==> src/rtl/fp_ctrl_pkg.sv <==
// Shared types and constants for the fingerprint main controller.
// The optional FP_TIMEOUT_EN watchdog uses WDOG_W.
package fp_ctrl_pkg;

  typedef enum logic [2:0] {
    IDLE   = 3'd0,
    CAPT_T = 3'd1,
    CAPT_P = 3'd2,
    REQ    = 3'd3,
    WAIT   = 3'd4,
    NEXT   = 3'd5,
    FIN    = 3'd6
  } fp_fsm_e;

  localparam logic [1:0] FP_IDLE   = 2'b00;
  localparam logic [1:0] FP_ENROLL = 2'b01;
  localparam logic [1:0] FP_CMP    = 2'b10;

  localparam int WDOG_W = 24;

endpackage

==> src/rtl/fp_main_ctrl_debounce.sv <==
// Key debouncer: 2-flop synchroniser, saturating stable-high counter and
// a single-cycle press pulse on the cycle the count reaches DEB_CYC.
module key_debounce #(
  parameter int DEB_CYC = 500000
) (
  input  logic clk,
  input  logic rst,
  input  logic key_i,
  output logic press_o
);

  localparam int CNT_W = $clog2(DEB_CYC + 1);
  localparam logic [CNT_W-1:0] CNT_MAX = CNT_W'(DEB_CYC);

  logic [1:0]       sync_q;
  logic [CNT_W-1:0] cnt_q, cnt_d;
  logic             press_q, press_d;

  // Counter advance and press detection
  always_comb begin
    cnt_d   = cnt_q;
    press_d = 1'b0;
    if (!sync_q[1]) begin
      cnt_d = '0;
    end else if (cnt_q != CNT_MAX) begin
      cnt_d   = cnt_q + CNT_W'(1);
      press_d = (cnt_q == (CNT_MAX - CNT_W'(1)));
    end else begin
      cnt_d = cnt_q;
    end
  end

  // Synchroniser, counter and pulse registers
  always_ff @(posedge clk or posedge rst) begin
    if (rst) begin
      sync_q  <= 2'b00;
      cnt_q   <= '0;
      press_q <= 1'b0;
    end else begin
      sync_q  <= {sync_q[0], key_i};
      cnt_q   <= cnt_d;
      press_q <= press_d;
    end
  end

  assign press_o = press_q;

endmodule

==> src/rtl/fp_main_ctrl.sv <==
// Fingerprint sequencer: enrols into a rotating set of N_TMPL slots and scans
// every valid template on a check. Define FP_TIMEOUT_EN for the watchdog/err port.
module fp_main_ctrl
  import fp_ctrl_pkg::*;
#(
  parameter int N_TMPL  = 2,
  parameter int DEB_CYC = 500000,
  parameter int SEL_W   = $clog2(N_TMPL + 1)
) (
  input  logic              clk,
  input  logic              rst,
  input  logic              update_in,
  input  logic              check_in,
  input  logic              capture_done,
  input  logic              fp_state,
  input  logic              fp_match,
  output logic [SEL_W-1:0]  write_sel,
  output logic [1:0]        fp_start,
  output logic [SEL_W-1:0]  cmp_idx,
  output logic [N_TMPL-1:0] tmpl_valid,
  output logic              busy,
  output logic              match_out,
  output logic              done
`ifdef FP_TIMEOUT_EN
  ,
  output logic              err
`endif
);

  localparam logic [SEL_W-1:0] LAST_SLOT  = SEL_W'(N_TMPL - 1);
  localparam logic [SEL_W-1:0] PROBE_SLOT = SEL_W'(N_TMPL);

  logic              upd_evt, chk_evt;
  fp_fsm_e           state_q, state_d;
  logic [SEL_W-1:0]  write_sel_q, write_sel_d;
  logic [SEL_W-1:0]  cmp_idx_q, cmp_idx_d;
  logic [SEL_W-1:0]  ptr_q, ptr_d;
  logic [1:0]        fp_start_q, fp_start_d;
  logic [N_TMPL-1:0] valid_q, valid_d;
  logic              match_q, match_d;
  logic              done_q, done_d;
  logic [SEL_W:0]    first_s, next_s;

  // Lowest valid slot at or above start; MSB flags that one was found.
  function automatic logic [SEL_W:0] find_valid(input logic [N_TMPL-1:0] mask,
                                                input logic [SEL_W-1:0]  start);
    logic [SEL_W:0] res;
    res = '0;
    for (int i = N_TMPL - 1; i >= 0; i--) begin
      res = (mask[i] && (SEL_W'(i) >= start)) ? {1'b1, SEL_W'(i)} : res;
    end
    return res;
  endfunction

  assign first_s = find_valid(valid_q, '0);
  assign next_s  = find_valid(valid_q, cmp_idx_q + SEL_W'(1));

  key_debounce #(.DEB_CYC(DEB_CYC)) u_deb_upd (
    .clk(clk), .rst(rst), .key_i(update_in), .press_o(upd_evt)
  );

  key_debounce #(.DEB_CYC(DEB_CYC)) u_deb_chk (
    .clk(clk), .rst(rst), .key_i(check_in), .press_o(chk_evt)
  );

`ifdef FP_TIMEOUT_EN
  logic [WDOG_W-1:0] wdog_q, wdog_d;
  logic              err_q, err_d;
  logic              wdog_act;
  assign wdog_act = (state_q == CAPT_T) || (state_q == CAPT_P) ||
                    (state_q == REQ)    || (state_q == WAIT);
`endif

  // Next-state and registered-output decode
  always_comb begin
    state_d     = state_q;
    write_sel_d = write_sel_q;
    cmp_idx_d   = cmp_idx_q;
    ptr_d       = ptr_q;
    fp_start_d  = FP_IDLE;
    valid_d     = valid_q;
    match_d     = match_q;
    done_d      = 1'b0;
`ifdef FP_TIMEOUT_EN
    wdog_d      = '0;
    err_d       = 1'b0;
`endif
    case (state_q)
      IDLE: begin
        if (upd_evt) begin
          write_sel_d = ptr_q;
          state_d     = CAPT_T;
        end else if (chk_evt) begin
          if (|valid_q) begin
            write_sel_d = PROBE_SLOT;
            state_d     = CAPT_P;
          end else begin
            done_d  = 1'b1;
            match_d = 1'b0;
          end
        end else begin
          state_d = IDLE;
        end
      end
      CAPT_T: begin
        if (capture_done) begin
          valid_d    = valid_q | (N_TMPL'(1) << ptr_q);
          ptr_d      = (ptr_q == LAST_SLOT) ? '0 : ptr_q + SEL_W'(1);
          fp_start_d = FP_ENROLL;
          state_d    = IDLE;
        end else begin
          state_d = CAPT_T;
        end
      end
      CAPT_P: begin
        if (capture_done) begin
          match_d   = 1'b0;
          cmp_idx_d = first_s[SEL_W-1:0];
          state_d   = REQ;
        end else begin
          state_d = CAPT_P;
        end
      end
      REQ: begin
        if (fp_state) begin
          state_d = WAIT;
        end else begin
          fp_start_d = FP_CMP;
        end
      end
      WAIT: begin
        // Entered with fp_state high, so the first low sample is the fall.
        if (!fp_state) begin
          if (fp_match) begin
            match_d = 1'b1;
            state_d = FIN;
          end else begin
            state_d = NEXT;
          end
        end else begin
          state_d = WAIT;
        end
      end
      NEXT: begin
        if (next_s[SEL_W]) begin
          cmp_idx_d = next_s[SEL_W-1:0];
          state_d   = REQ;
        end else begin
          state_d = FIN;
        end
      end
      FIN: begin
        done_d  = 1'b1;
        state_d = IDLE;
      end
      default: begin
        state_d = IDLE;
      end
    endcase
`ifdef FP_TIMEOUT_EN
    if (wdog_act && (wdog_q == {WDOG_W{1'b1}})) begin
      state_d    = IDLE;
      fp_start_d = FP_IDLE;
      match_d    = 1'b0;
      done_d     = 1'b1;
      err_d      = 1'b1;
      valid_d    = valid_q;
      ptr_d      = ptr_q;
    end else begin
      err_d = 1'b0;
    end
    if (!wdog_act || (state_d != state_q)) begin
      wdog_d = '0;
    end else begin
      wdog_d = wdog_q + WDOG_W'(1);
    end
`endif
  end

  // State and output registers
  always_ff @(posedge clk or posedge rst) begin
    if (rst) begin
      state_q     <= IDLE;
      write_sel_q <= '0;
      cmp_idx_q   <= '0;
      ptr_q       <= '0;
      fp_start_q  <= FP_IDLE;
      valid_q     <= '0;
      match_q     <= 1'b0;
      done_q      <= 1'b0;
`ifdef FP_TIMEOUT_EN
      wdog_q      <= '0;
      err_q       <= 1'b0;
`endif
    end else begin
      state_q     <= state_d;
      write_sel_q <= write_sel_d;
      cmp_idx_q   <= cmp_idx_d;
      ptr_q       <= ptr_d;
      fp_start_q  <= fp_start_d;
      valid_q     <= valid_d;
      match_q     <= match_d;
      done_q      <= done_d;
`ifdef FP_TIMEOUT_EN
      wdog_q      <= wdog_d;
      err_q       <= err_d;
`endif
    end
  end

  assign write_sel  = write_sel_q;
  assign fp_start   = fp_start_q;
  assign cmp_idx    = cmp_idx_q;
  assign tmpl_valid = valid_q;
  assign busy       = (state_q != IDLE);
  assign match_out  = match_q;
  assign done       = done_q;
`ifdef FP_TIMEOUT_EN
  assign err        = err_q;
`endif

endmodule

==> config.mk <==
export PLATFORM = sky130hd
export DESIGN_NAME = fp_main_ctrl
export DESIGN_NICKNAME = d
export VERILOG_FILES = /design/src/rtl/fp_ctrl_pkg.sv /design/src/rtl/fp_main_ctrl_debounce.sv /design/src/rtl/fp_main_ctrl.sv
export SDC_FILE = /design/constraint.sdc
export NUM_CORES = 1
export LEC_CHECK = 0
export CORE_MARGIN = 5
export CORE_UTILIZATION = 45
export CTS_CLUSTER_DIAMETER = 60
export DETAILED_ROUTE_END_ITERATION = 10
export SYNTH_ARGS = -nofsm -noshare
export SYNTH_HDL_FRONTEND = slang
export SYNTH_SLANG_ARGS = --single-unit
export TNS_END_PERCENT = 5
==> constraint.sdc <==
create_clock -name clk -period 4.2 [get_ports clk]
set_input_delay 1.26 -clock clk [delete_from_list [all_inputs] [get_ports clk]]
set_output_delay 1.26 -clock clk [all_outputs]
set_load 0.01 [all_outputs]
== Word level (Yosys, flattened, before mapping) ==
Cells that the tools add are included.

* Latch bits: 0
* RAM bits: 0
* Bits in registers: 59
* Memory bits (read-only): 0
* Input bits: 7
* Output and inout port bits: 11
* Memories: 0
* Word-level logic and storage cells: 101

* Mux-type cells: 43
* Bitwise gates (word level): 1
* Shifts and indexed selects: 1
* Multiply operators: 0
* $lt $le $gt $ge: 2
* Equal/unequal tests: 22
* Reduce and logical (&&, ||, !) cells: 14
* Divide/modulo/power cells: 0
* Add/subtract/negate cells: 4

{| class="wikitable"
|+ Operators with widths
! cell !! number
|-
| $mux W19 || 4
|-
| $add A19 B1 Y19 const B || 2
|-
| $eq A19 B19 Y1 const B || 2
|-
| $ne A19 B19 Y1 const B || 2
|-
| $mux W3 || 8
|-
| $mux W2 || 9
|-
| $ne A2 B2 Y1 const B || 9
|-
| $pmux W3 S6 || 1
|-
| $mux W1 || 17
|-
| $eq A3 B3 Y1 const B || 3
|-
| $pmux W2 S2 || 2
|-
| $reduce_and A7 Y1 || 1
|-
| $eq A3 B2 Y1 const B || 2
|-
| $reduce_and A3 Y1 || 2
|-
| $reduce_bool A2 Y1 || 3
|-
| $reduce_bool A3 Y1 || 2
|-
| $add A2 B1 Y2 const B || 2
|-
| $ge A1 B2 Y1 const A || 2
|-
| $ne A4 B4 Y1 const B || 1
|-
| $reduce_and A2 Y1 || 2
|-
| $eq A3 B1 Y1 const B || 1
|-
| $logic_not A3 Y1 || 1
|-
| $pmux W1 S3 || 1
|-
| $eq A2 B1 Y1 const B || 1
|-
| other kinds (6) || 7
|}

== Logic depth before layout (Yosys ltp) ==
Gate-level depths: netlist (run 1).

* Word-level depth: 7
* Mapped depth: 5
* Mapped depth without buffers: 5

== Cells and area by module ==
Synthesis (run 1) repeated with hierarchy kept, for this count alone.

* Cell total of the unflattened synthesis: 296
* Area, all modules: 2925.3 um^2

{| class="wikitable"
|+ By module, submodules not included
! module !! instances !! area each (um^2) !! seq. area each (um^2) !! cells each
|-
| key_debounce || 2 || 1107.3 || 550.5 || 113
|-
| fp_main_ctrl || 1 || 710.7 || 350.3 || 70
|}

== Worst setup path before layout (run 1) ==
Ideal clock, no wire load.

* Path kind: reg2out
* Start point: register state_q[0]
* End point: output busy
* Required time: 2.940 ns
* Setup slack: 1.942 ns
* Cell stages (with the launch flop): 4
* Arrival time: 0.998 ns
* Buffers on the path: 1
* Cells stage by stage: dfrtp_1 > clkbuf_1 > nor3_1 > inv_1

* Longest elaborated chain between the ends: 1

{| class="wikitable"
|+ RTL lines
! item !! RTL line !! RTL
|-
| start, declared || fp_main_ctrl.sv:34 || <nowiki>fp_fsm_e state_q, state_d;</nowiki>
|-
| start signal, assigned || fp_main_ctrl.sv:196 || <nowiki>state_q <= state_d;</nowiki>
|-
| $reduce_bool A3 Y1 || fp_main_ctrl.sv:215 || <nowiki>assign busy = (state_q != IDLE);</nowiki>
|-
| end, declared || fp_main_ctrl.sv:21 || <nowiki>output logic busy,</nowiki>
|}

No other way between the ends.

== Final worst setup path (run 1) ==
Ends and elaborated chain as after synthesis.

==> insert_results.sql, run 1 <==
INSERT INTO impl_metrics (metric_group, metric, value, unit) VALUES
('timing', 'worst-slew-pin-transition', '0.675', 'ns'),
('finish', 'antenna_cells_inserted', '0', ''),
('floorplanning', 'core_area', '6280', 'µm²'),
('critical_path', 'worst-setup-path-type', 'register to output port', ''),
('synthesis', 'fraction_of_the_mapped_netlist_area_in_compound_gates', '9.22', '%'),
('timing', 'clock_skew', '0.00958', 'ns'),
('floorplanning', 'initial_core_util', '45.8', '%'),
('synthesis', 'synth_seq_area_share', '50.4', '%'),
('timing', 'timing.max_slew.rel_slack', '54.9', '%'),
('timing', 'minimum_period_implied_by_the_final_worst_setup_slack', '3.08', 'ns'),
('timing', 'grt_setup_unrepaired', 'false', ''),
('synthesis', 'synth_xor_xnor_area_share', '6.70', '%'),
('global_routing', 'antenna_violations_before_repair', '0', ''),
('synthesis', 'synth_simple_gate_area_share', '26.0', '%'),
('synthesis', 'synth_enable_flop_cells', '0', ''),
('synthesis', 'post_synth_instance_area', '2880', 'µm²'),
('power', 'cellLeakagePower', '1.35', 'nW'),
('synthesis', 'synth-warning-count', '0', ''),
('clock_tree', 'worstSkewPairLatency', '0.32', 'ns'),
('timing', 'max_freq', '325', 'MHz'),
('floorplanning', 'die_y', '90.0', 'µm'),
('finish', 'final-instance-count-excl-fill', '403', ''),
('synthesis', 'yosys.cell_types.count', '49', ''),
('timing', 'setup_viol', '0', ''),
('finish', 'layout_common_cells', 'sky130_fd_sc_hd__dfrtp_1 (58), sky130_fd_sc_hd__nor2_1 (32), sky130_fd_sc_hd__nand3_1 (20), sky130_fd_sc_hd__nand2_1 (20), sky130_fd_sc_hd__inv_1 (19)', ''),
('floorplanning', 'dieArea', '8090', 'µm²'),
('timing', 'report.final.hold_viol_count', '0', ''),
('job', 'max-cap-violations', '0', ''),
('global_routing', 'wire_length_of_the_first_global_routing_pass', '9680', 'µm'),
('min_path', 'worst_hold_path_type', 'register to register', ''),
('route', 'antenna_violation_net_count_after_detailed_routing', '0', ''),
('clock_tree', 'ctsLongestPathBuffers', '2', ''),
('synthesis', 'yosys_register_bits', '58', ''),
('finish', 'fraction_of_layout_cells_with_a_size_suffix_above_1', '7.98', '%'),
('route', 'drt_pass1_iterations', '4', ''),
('clock_tree', 'path_clk_slew', '0.07', 'ns'),
('synthesis', 'asyncSetResetFlopFracSynth', '100', '%'),
('critical_path', 'crit_path_start_kind', 'register', ''),
('route', 'drt-initial-drc-count', '101', ''),
('global_routing', 'total_grt_usage', '14.4', '%'),
('floorplanning', 'rows', '29', ''),
('synthesis', 'synth.area.mux_share', '1.04', '%'),
('synthesis', 'ys_dominant_reg_cell', 'sky130_fd_sc_hd__dfrtp_1', ''),
('synthesis', 'mappedNetlistNets', '313', ''),
('route', 'dr_total_vias', '2178', ''),
('finish', 'num-nets-final', '334', ''),
('critical_path', 'crit_path_required_time', '2.94', 'ns'),
('route', 'wl_per_cell', '13.7', 'µm'),
('finish', 'area_delta_synth_final', '14.2', '%'),
('finish', 'share_of_the_core_filled_with_cells_in_the_final_layout', '52.4', '%'),
('timing', 'totalNegativeSetupSlack', '0', 'ns'),
('clock_tree', 'cts-buffers-inserted', '9', ''),
('global_routing', 'vias_in_the_first_global_route', '2064', ''),
('route', 'drc', '0', ''),
('timing', 'maxSlewViolCount', '0', ''),
('outcome', 'status', 'completed', ''),
('critical_path', 'crit_end_element', 'output port', ''),
('critical_path', 'worst-path-max-fanout', '9', ''),
('clock_tree', 'holdBufCountCts', '0', ''),
('placed_design', 'post_dp_cell_area', '3120', 'µm²'),
('synthesis', 'synth_cells', '300', ''),
('clock_tree', 'tritoncts', 'done', ''),
('critical_path', 'crit_arrival', '1.82', 'ns'),
('route', 'drt-total-wl', '5510', 'µm'),
('timing', 'final_worst_path_cycle_share', '73.3', '%'),
('clock_tree', 'cts.repair_timing.setup_buffer_count', '0', ''),
('power', 'irDropWorstVdd', '0.230', 'mV'),
('placed_design', 'dpl.hpwl', '3770', 'µm'),
('finish', 'stdcell_area', '3290', 'µm²'),
('placed_design', 'buffer_ports.inserted', '16', ''),
('route', 'drt-vias-per-instance', '5.40', '');
-- worst max-delay path, stage by stage (launching register included) --
cell                              delay (ns)
sky130_fd_sc_hd__dfrtp_1                0.46
sky130_fd_sc_hd__nor3_1                 0.47
sky130_fd_sc_hd__inv_1                  0.07
sky130_fd_sc_hd__clkdlybuf4s50_1        0.49
-- synth_stat cells (3+ instances only) --
cell | number | area share [%]
sky130_fd_sc_hd__xor2_1 | 8 | 2.4
sky130_fd_sc_hd__xnor2_1 | 14 | 4.3
sky130_fd_sc_hd__ha_1 | 6 | 2.6
sky130_fd_sc_hd__mux2i_1 | 3 | 1.0
sky130_fd_sc_hd__a21oi_1 | 13 | 2.3
sky130_fd_sc_hd__inv_1 | 20 | 2.6
sky130_fd_sc_hd__nor3_1 | 13 | 2.3
sky130_fd_sc_hd__nor4_1 | 6 | 1.3
sky130_fd_sc_hd__nand4_1 | 6 | 1.3
sky130_fd_sc_hd__clkbuf_1 | 7 | 0.91
sky130_fd_sc_hd__and3_1 | 5 | 1.1
sky130_fd_sc_hd__or4_1 | 3 | 0.78
sky130_fd_sc_hd__o21ai_0 | 14 | 2.4
sky130_fd_sc_hd__nand2b_1 | 5 | 1.1
sky130_fd_sc_hd__nor2_1 | 32 | 4.2
sky130_fd_sc_hd__nand3_1 | 20 | 3.5
sky130_fd_sc_hd__or3_1 | 9 | 2.0
sky130_fd_sc_hd__nand2_1 | 20 | 2.6
sky130_fd_sc_hd__dfrtp_1 | 58 | 50
-- metrics by stage --
| step | setup WS, ns | hold slack (ns) | power, mW |
|---|---|---|---|
| floorplan | 1.51 | 0.331 | 0.806 |
| global placement | 1.50 | 0.334 | 0.901 |
| detailed placement | 1.48 | 0.336 | 0.903 |
| CTS | 1.11 | 0.351 | 1.36 |
| global route | 0.976 | 0.358 | 1.42 |
| finish | 1.12 | 0.350 | 1.34 |
-- final timing paths --
path	startpoint	endpoint	slack [ns]	cells past startpoint
hold reg to reg	u_deb_chk.sync_q[0]$_DFF_PP0_	u_deb_chk.sync_q[1]$_DFF_PP0_	0.35	0
setup reg to reg	u_deb_upd.cnt_q[0]$_DFFE_PP0P_	u_deb_upd.cnt_q[18]$_DFFE_PP0P_	2.19	5
hold / removal	u_deb_chk.sync_q[0]$_DFF_PP0_	u_deb_chk.sync_q[1]$_DFF_PP0_	0.35	0
setup / recovery	state_q[0]$_DFFE_PP0P_	busy	1.12	3
min in group asynchronous	rst	u_deb_upd.cnt_q[4]$_DFFE_PP0P_	1.36	2
max in group asynchronous	rst	u_deb_chk.cnt_q[6]$_DFFE_PP0P_	2.18	3
-- report_power, final --
group          switching (mW)  total (mW)  leakage [nW]  internal (mW)
logic                   0.112       0.221         0.489          0.109
clock network           0.218       0.445        0.0851          0.227
registers              0.0646       0.670         0.781          0.606
total                   0.395        1.34          1.35          0.941
-- state kept, by name, summed over array words and instances (netlist names) --
signal             count
ptr_q                  2
done                   1
write_sel              2
cmp_idx                1
tmpl_valid             2
match_out              1
fp_start               2
u_deb_upd.press_o      1
u_deb_chk.cnt_q       19
u_deb_chk.sync_q       2
u_deb_chk.press_o      1
u_deb_upd.sync_q       2
state_q                3
u_deb_upd.cnt_q       19
-- logic make-up after synthesis --
kind of cell	Yosys count
flops	58
compound gates	43
fa+ha+maj	6
xor+xnor	22
other cells	1
simple gates	138
buf+inv	29
mux	3
-- metal layers --
| layer | up-vias | GRT usage (%) | wire length, µm |
|---|---|---|---|
| met4 | 0 | 6.95 | 110 |
| met1 | 1032 | 20.7 | 2830 |
| met2 | 45 | 19.9 | 2340 |
| met5 | - | 0 | 0 |
| li1 | 1091 | - | - |
| met3 | 10 | 3.84 | 230 |
-- area by class of cell --
cell class / instances / area (µm²)
fill: 587 / 2990
sequential: 58 / 1450
multi-input combinational: 213 / 1310
timing repair buffer: 18 / 175
clock buffer: 11 / 141
tap: 77 / 96.3
inverter: 21 / 78.8
clock inverter: 5 / 30.0
(Power assumes the default switching activity.)
==> inputs of run 2 (changes only) <==
--- a/config.mk
+++ b/config.mk
@@ -9,6 +9,7 @@
 export CORE_UTILIZATION = 45
 export CTS_CLUSTER_DIAMETER = 60
 export DETAILED_ROUTE_END_ITERATION = 10
+export PLACE_DENSITY = 0.66
 export SYNTH_ARGS = -nofsm -noshare
 export SYNTH_HDL_FRONTEND = slang
 export SYNTH_SLANG_ARGS = --single-unit
==> constraint.sdc (replaced) <==
create_clock -name clk -period 2.8 [get_ports clk]
set_input_delay 0.84 -clock clk [delete_from_list [all_inputs] [get_ports clk]]
set_output_delay 0.84 -clock clk [all_outputs]
set_load 0.01 [all_outputs]
==> run 2 against run 1 <==
  * Clock-buffer cell count is the same
  * Via count up 0.55%
  * Cell count rose by 0.25%
  * Core utilization rose by 1.7 points
==> insert_results.sql, run 2 (synthesis gave the netlist of run 1 again) <==
INSERT INTO impl_metrics (metric_group, metric, value, unit) VALUES
('outcome', 'status', 'completed', ''),
('critical_path', 'cp-endpoint', 'busy', ''),
('timing', 'report.final.hold_viol_count', '0', ''),
('clock_tree', 'path_clk_slew', '0.07', 'ns'),
('global_routing', 'antenna_violations_before_repair', '0', ''),
('global_routing', 'grt.overflow.total', '0', ''),
('clock_tree', 'cts.repair_timing.setup_buffer_count', '0', ''),
('finish', 'layout_common_cells', 'sky130_fd_sc_hd__dfrtp_1 (58), sky130_fd_sc_hd__nor2_1 (32), sky130_fd_sc_hd__nand3_1 (20), sky130_fd_sc_hd__nand2_1 (20), sky130_fd_sc_hd__inv_1 (19)', ''),
('critical_path', 'critical_path.startpoint', 'state_q[0]$_DFFE_PP0P_', ''),
('clock_tree', 'holdBufCountCts', '0', ''),
('critical_path', 'wp_depth', '3', ''),
('critical_path', 'reg2reg_depth', '5', ''),
('placed_design', 'gpl.final_weighted_congestion', '0.896', ''),
('power', 'irDropWorstVdd', '0.399', 'mV'),
('floorplanning', 'die_w', '90.0', 'µm'),
('critical_path', 'crit_arrival', '1.70', 'ns'),
('floorplanning', 'dieArea', '8090', 'µm²'),
('critical_path', 'r2r-start', 'u_deb_upd.cnt_q[0]$_DFFE_PP0P_', ''),
('power', 'cellLeakagePower', '1.41', 'nW'),
('placed_design', 'dpl.hpwl', '3700', 'µm'),
('finish', 'fraction_of_layout_cells_with_a_size_suffix_above_1', '8.87', '%'),
('critical_path', 'worst-setup-path-type', 'register to output port', ''),
('finish', 'reg.largest.list', 'u_deb_chk.cnt_q: 19 flops, u_deb_upd.cnt_q: 19 flops, state_q: 3 flops', ''),
('clock_tree', 'clock_sink_count', '58', ''),
('clock_tree', 'worstSkewPairLatency', '0.33', 'ns'),
('finish', 'area_delta_synth_final', '17.9', '%'),
('finish', 'antenna_cells_inserted', '0', ''),
('timing', 'timing.max_slew.rel_slack', '63.7', '%'),
('timing', 'final_worst_path_cycle_share', '90.7', '%'),
('route', 'wl_per_cell', '13.2', 'µm'),
('critical_path', 'worst_path_dominant_cell_family', 'buffers and inverters', ''),
('route', 'drc', '0', ''),
('power', 'power.net_switching', '0.596', 'mW'),
('timing', 'totalNegativeSetupSlack', '0', 'ns'),
('timing', 'minimum_period_implied_by_the_final_worst_setup_slack', '2.54', 'ns'),
('timing', 'setup_viol', '0', ''),
('global_routing', 'grt_max_degree', '29', ''),
('route', 'drt_pass1_iterations', '4', ''),
('route', 'dr_total_vias', '2190', ''),
('clock_tree', 'ctsLongestPathBuffers', '2', ''),
('power', 'power_share_of_the_combinational_group', '14.6', '%'),
('critical_path', 'cp_slowest_stage_delay', '0.48', 'ns'),
('min_path', 'worst_hold_path_type', 'register to register', ''),
('route', 'drt-vias-per-instance', '5.42', ''),
('floorplanning', 'initial_core_util', '45.8', '%'),
('route', 'antenna_violation_net_count_after_detailed_routing', '0', ''),
('power', 'power-per-cell-area', '681', 'nW/µm²'),
('global_routing', 'wire_length_of_the_first_global_routing_pass', '9420', 'µm'),
('clock_tree', 'clock_tree.htree_level_count', '3', ''),
('power', 'internal_power_summed_over_all_cells', '1.71', 'mW'),
('clock_tree', 'cts-buffers-inserted', '9', ''),
('finish', 'fillerInstances', '570', ''),
('power', 'power_switching_share', '25.8', '%'),
('timing', 'grt_setup_unrepaired', 'false', ''),
('finish', 'layout.cells.most_common', 'sky130_fd_sc_hd__dfrtp_1', ''),
('finish', 'num-nets-final', '335', ''),
('clock_tree', 'clockRootBuffer', 'sky130_fd_sc_hd__clkbuf_8', ''),
('critical_path', 'worst-path-max-fanout', '9', ''),
('critical_path', 'worst-r2r-setup-slack', '0.83', 'ns'),
('critical_path', 'crit_path_start_kind', 'register', ''),
('critical_path', 'worst-path-buf-inv', '2', ''),
('floorplanning', 'rows', '29', ''),
('placed_design', 'buffer_ports.inserted', '16', ''),
('clock_tree', 'post_cts_resized', '0', ''),
('critical_path', 'slowest_stage', 'sky130_fd_sc_hd__dfrtp_1', ''),
('critical_path', 'reg2reg_to', 'u_deb_upd.cnt_q[18]$_DFFE_PP0P_', ''),
('floorplanning', 'io_pins', '18', ''),
('floorplanning', 'core_area', '6280', 'µm²'),
('route', 'drt-total-wl', '5340', 'µm'),
('timing', 'maxSlewViolCount', '0', ''),
('timing', 'max_freq', '394', 'MHz'),
('floorplanning', 'die_y', '90.0', 'µm'),
('timing', 'clock_skew', '0.00817', 'ns'),
('finish', 'share_of_the_core_filled_with_cells_in_the_final_layout', '54.0', '%'),
('clock_tree', 'tritoncts', 'done', ''),
('global_routing', 'total_grt_usage', '14.0', '%'),
('job', 'max-cap-violations', '0', ''),
('timing', 'worst-slew-pin-transition', '0.544', 'ns'),
('power', 'clock_power_share', '41.7', '%'),
('power', 'seq_power_share', '43.7', '%'),
('critical_path', 'crit_chain', 'nor3_2, inv_1, clkdlybuf4s50_1', ''),
('critical_path', 'crit_path_required_time', '1.96', 'ns'),
('global_routing', 'vias_in_the_first_global_route', '2099', ''),
('route', 'drt-initial-drc-count', '72', ''),
('critical_path', 'crit_end_element', 'output port', '');
## run 2: cell count changes in the layout (fill, tap and decap cells not counted)
cell                         delta
sky130_fd_sc_hd__nor3_2         +1
sky130_fd_sc_hd__clkinvlp_4     -2
sky130_fd_sc_hd__buf_12         +1
sky130_fd_sc_hd__bufinv_16      +3
sky130_fd_sc_hd__clkbuf_1       -1
sky130_fd_sc_hd__clkinv_2       -1
sky130_fd_sc_hd__nor3_1         -1
sky130_fd_sc_hd__clkbuf_8       +1
## run 2: worst min path at each step
stage | endpoint | cells after the start | slack (ns) | startpoint
global placement | u_deb_upd.sync_q[1]$_DFF_PP0_ | 0 | 0.33 | u_deb_upd.sync_q[0]$_DFF_PP0_
CTS | u_deb_upd.sync_q[1]$_DFF_PP0_ | 0 | 0.35 | u_deb_upd.sync_q[0]$_DFF_PP0_
floorplan | u_deb_chk.sync_q[1]$_DFF_PP0_ | 0 | 0.33 | u_deb_chk.sync_q[0]$_DFF_PP0_
global route | u_deb_upd.sync_q[1]$_DFF_PP0_ | 0 | 0.36 | u_deb_upd.sync_q[0]$_DFF_PP0_
detailed placement | u_deb_upd.sync_q[1]$_DFF_PP0_ | 0 | 0.33 | u_deb_upd.sync_q[0]$_DFF_PP0_
finish | u_deb_upd.sync_q[1]$_DFF_PP0_ | 0 | 0.35 | u_deb_upd.sync_q[0]$_DFF_PP0_
## run 2: final cells by class
type                    count  area (µm²)  area share (%)
inverters                  21        78.8            2.32
clock inverters             5         100            2.95
repair buffers             19         195            5.75
clock buffers              11         151            4.46
flip-flops and latches     58        1450            42.8
well taps                  77        96.3            2.84
multi-input cells         213        1320            38.9
## run 2: worst reg2reg max path, cell delays in order, from the launching register on
cell and delay, ns:
sky130_fd_sc_hd__dfrtp_1 0.47, sky130_fd_sc_hd__ha_1 0.19, sky130_fd_sc_hd__nand3_1 0.13, sky130_fd_sc_hd__or4_1 0.60
sky130_fd_sc_hd__or3_1 0.36, sky130_fd_sc_hd__a21oi_1 0.15
## run 2: stage by stage
| step | setup WS [ns] | power, mW | instance area (µm²) | hold WS, ns | instances |
|---|---|---|---|---|---|
| after floorplan | 0.532 | 1.21 | 2880 | 0.331 | 300 |
| after global placement | 0.525 | 1.35 | 3140 | 0.333 | 388 |
| after detailed placement | 0.516 | 1.36 | 3140 | 0.335 | 388 |
| after CTS | 0.140 | 2.33 | 3390 | 0.349 | 404 |
| after global routing | 0.153 | 2.43 | 3390 | 0.360 | 404 |
| final | 0.260 | 2.31 | 3390 | 0.349 | 404 |
## run 2: power groups by stage
stage	Combinational [mW]	Sequential [mW]	Clock [mW]
2_1_floorplan	0.223	0.985	0
6_report	0.337	1.01	0.963
5_1_grt	0.377	1.02	1.03
3_3_place_gp	0.333	1.02	0
4_1_cts	0.338	1.00	0.985
3_5_place_dp	0.336	1.02	0
## run 2: layer usage
metal  GRT usage, %  wire [µm]  up-vias
met5              0          0        -
met4           5.33         96        0
met3           4.92        262       10
met1           18.3       2570     1046
met2           21.3       2410       45
li1               -          -     1089
==> inputs of run 3 (changes only) <==
--- a/config.mk
+++ b/config.mk
@@ -5,11 +5,11 @@
 export SDC_FILE = /design/constraint.sdc
 export NUM_CORES = 1
 export LEC_CHECK = 0
+export CORE_ASPECT_RATIO = 1.4
 export CORE_MARGIN = 5
 export CORE_UTILIZATION = 45
 export CTS_CLUSTER_DIAMETER = 60
 export DETAILED_ROUTE_END_ITERATION = 10
-export PLACE_DENSITY = 0.66
 export SYNTH_ARGS = -nofsm -noshare
 export SYNTH_HDL_FRONTEND = slang
 export SYNTH_SLANG_ARGS = --single-unit
==> constraint.sdc (replaced) <==
create_clock -name clk -period 3 [get_ports clk]
set_input_delay 0.9 -clock clk [delete_from_list [all_inputs] [get_ports clk]]
set_output_delay 0.9 -clock clk [all_outputs]
set_load 0.01 [all_outputs]
==> run 3 against run 2 <==
  * Sequential power shrank 7%
  * Die area grew 0.28%
  * Clock skew is essentially flat
  * Combinational power shrank 5%
  * Total power shrank 14%
  * Routed wire length grew 4.5%
  * Sequential share of layout area grew 0.85 points
  * Setup slack gained 0.18 ns
  * Clock power shrank 24%
  * First-iteration DRC count grew 71%
  * Register-to-register slack gained 0.15 ns
==> insert_results.sql, run 3 (synthesis gave the netlist of run 1 again) <==
INSERT INTO impl_metrics (metric_group, metric, value, unit) VALUES
('floorplanning', 'core_area', '6210', 'µm²'),
('critical_path', 'worst-setup-path-type', 'register to output port', ''),
('timing', 'grt_setup_unrepaired', 'false', ''),
('placed_design', 'dpl.hpwl', '3950', 'µm'),
('global_routing', 'vias_in_the_first_global_route', '2247', ''),
('critical_path', 'crit_path_start_kind', 'register', ''),
('critical_path', 'worst-path-max-fanout', '9', ''),
('job', 'max-cap-violations', '0', ''),
('timing', 'final_worst_path_cycle_share', '85.4', '%'),
('global_routing', 'grt_max_degree', '37', ''),
('finish', 'num-nets-final', '334', ''),
('global_routing', 'total_grt_usage', '15.4', '%'),
('critical_path', 'crit_path_required_time', '2.10', 'ns'),
('clock_tree', 'clockRootBuffer', 'sky130_fd_sc_hd__clkbuf_8', ''),
('timing', 'timing.max_slew.rel_slack', '64.4', '%'),
('min_path', 'worst_hold_path_type', 'register to register', ''),
('floorplanning', 'die_y', '105', 'µm'),
('finish', 'reg.largest.list', 'u_deb_chk.cnt_q: 19 flops, u_deb_upd.cnt_q: 19 flops, state_q: 3 flops', ''),
('timing', 'worst-slew-pin-transition', '0.530', 'ns'),
('timing', 'clock_skew', '0.00770', 'ns'),
('floorplanning', 'initial_core_util', '46.3', '%'),
('route', 'drt-initial-drc-count', '123', ''),
('route', 'dr_total_vias', '2181', ''),
('power', 'cellLeakagePower', '1.38', 'nW'),
('timing', 'timing.final.ws_setup', '0.439', 'ns'),
('route', 'drc', '0', ''),
('global_routing', 'grt.overflow.total', '0', ''),
('route', 'antenna_violation_net_count_after_detailed_routing', '0', ''),
('finish', 'fillerInstances', '560', ''),
('critical_path', 'crit_arrival', '1.66', 'ns'),
('floorplanning', 'dieArea', '8120', 'µm²'),
('route', 'wl_per_cell', '14.1', 'µm'),
('route', 'drt_pass1_iterations', '4', ''),
('timing', 'setup_viol', '0', ''),
('clock_tree', 'cts-buffers-inserted', '9', ''),
('finish', 'area_delta_synth_final', '15.6', '%'),
('clock_tree', 'worstSkewPairLatency', '0.32', 'ns'),
('floorplanning', 'die_w', '77.6', 'µm'),
('clock_tree', 'tritoncts', 'done', ''),
('floorplanning', 'io_pins', '18', ''),
('placed_design', 'detailedPlace.worstSlack', '0.785', 'ns'),
('finish', 'fraction_of_layout_cells_with_a_size_suffix_above_1', '7.69', '%'),
('timing', 'max_freq', '391', 'MHz'),
('timing', 'totalNegativeSetupSlack', '0', 'ns'),
('critical_path', 'crit_end_element', 'output port', ''),
('timing', 'minimum_period_implied_by_the_final_worst_setup_slack', '2.56', 'ns'),
('clock_tree', 'holdBufCountCts', '0', ''),
('finish', 'antenna_cells_inserted', '0', ''),
('clock_tree', 'path_clk_slew', '0.07', 'ns'),
('global_routing', 'wire_length_of_the_first_global_routing_pass', '10400', 'µm'),
('clock_tree', 'cts.repair_timing.setup_buffer_count', '0', ''),
('finish', 'layout.cells.most_common', 'sky130_fd_sc_hd__dfrtp_1', ''),
('clock_tree', 'clock_tree.htree_level_count', '3', ''),
('placed_design', 'gpl.final_weighted_congestion', '0.752', ''),
('route', 'drt-vias-per-instance', '5.49', ''),
('timing', 'report.final.hold_viol_count', '0', ''),
('route', 'drt-total-wl', '5580', 'µm'),
('floorplanning', 'rows', '34', ''),
('clock_tree', 'clock_sink_count', '58', ''),
('clock_tree', 'post_cts_resized', '0', ''),
('power', 'power-per-cell-area', '599', 'nW/µm²'),
('outcome', 'status', 'completed', ''),
('clock_tree', 'ctsLongestPathBuffers', '2', ''),
('timing', 'maxSlewViolCount', '0', ''),
('global_routing', 'antenna_violations_before_repair', '0', ''),
('power', 'irDropWorstVdd', '0.317', 'mV'),
('finish', 'layout_common_cells', 'sky130_fd_sc_hd__dfrtp_1 (58), sky130_fd_sc_hd__nor2_1 (32), sky130_fd_sc_hd__nand3_1 (20), sky130_fd_sc_hd__nand2_1 (20), sky130_fd_sc_hd__inv_1 (19)', ''),
('placed_design', 'buffer_ports.inserted', '16', '');
==> run 3: changes by cell type in the layout (fill, tap and decap cells not counted) <==
cell	before	now
sky130_fd_sc_hd__clkbuf_1	0	1
sky130_fd_sc_hd__buf_4	2	1
sky130_fd_sc_hd__nor3_1	12	13
sky130_fd_sc_hd__clkbuf_8	11	12
sky130_fd_sc_hd__bufinv_16	3	1
sky130_fd_sc_hd__nor3_2	1	0
sky130_fd_sc_hd__clkinv_2	2	1
==> run 3: routing by layer <==
metal | track usage [%] | up-vias | share of wire (%)
li1 | - | 1096 | -
met1 | 19.9 | 1060 | 45
met2 | 25.2 | 21 | 52
met3 | 3.61 | 4 | 2.0
met4 | 5.41 | 0 | 0.91
met5 | 0 | - | 0
==> run 3: worst max-delay path, cell delays in order, from the launching register on <==
cell,delay [ns]
sky130_fd_sc_hd__dfrtp_1,0.47
sky130_fd_sc_hd__nor3_1,0.21
sky130_fd_sc_hd__buf_4,0.15
sky130_fd_sc_hd__inv_1,0.04
sky130_fd_sc_hd__clkdlybuf4s50_1,0.46
==> run 3: layout make-up <==
type / instances / area [µm²] / share of cell area [%]
Sequential cell: 58 / 1450 / 43.6
Multi-Input combinational cell: 213 / 1310 / 39.5
Timing Repair Buffer: 18 / 188 / 5.64
Clock buffer: 13 / 169 / 5.08
Tap cell: 72 / 90.1 / 2.71
Inverter: 21 / 78.8 / 2.37
Clock inverter: 2 / 35.0 / 1.05
==> run 3: per-stage QoR <==
stage	cell area, µm²	hold WS, ns	power [mW]	std cells	util, %
4_1_cts	3330	0.351	2.03	397	53.5
6_report	3330	0.349	1.99	397	53.5
3_3_place_gp	3120	0.334	1.28	382	50.3
2_1_floorplan	2880	0.331	1.13	300	-
3_5_place_dp	3120	0.337	1.28	382	50.3
5_1_grt	3330	0.370	2.12	397	53.5
==> run 3: final timing paths <==
path | from | slack [ns] | cells after the start | endpoint
setup / recovery | state_q[0]$_DFFE_PP0P_ | 0.44 | 4 | busy
hold / removal | u_deb_chk.sync_q[0]$_DFF_PP0_ | 0.35 | 0 | u_deb_chk.sync_q[1]$_DFF_PP0_
setup reg to reg | u_deb_upd.cnt_q[0]$_DFFE_PP0P_ | 0.98 | 5 | u_deb_upd.cnt_q[18]$_DFFE_PP0P_
hold reg to reg | u_deb_chk.sync_q[0]$_DFF_PP0_ | 0.35 | 0 | u_deb_chk.sync_q[1]$_DFF_PP0_
max in group asynchronous | rst | 1.50 | 3 | u_deb_chk.press_o$_DFF_PP0_
min in group asynchronous | rst | 0.93 | 2 | u_deb_chk.cnt_q[16]$_DFFE_PP0P_
==> run 3: power by group <==
| group | total [mW] | internal, mW | leakage, nW | switching [mW] |
|---|---|---|---|---|
| clock network | 0.732 | 0.446 | 0.106 | 0.286 |
| logic | 0.320 | 0.167 | 0.493 | 0.153 |
| registers | 0.941 | 0.848 | 0.781 | 0.0926 |
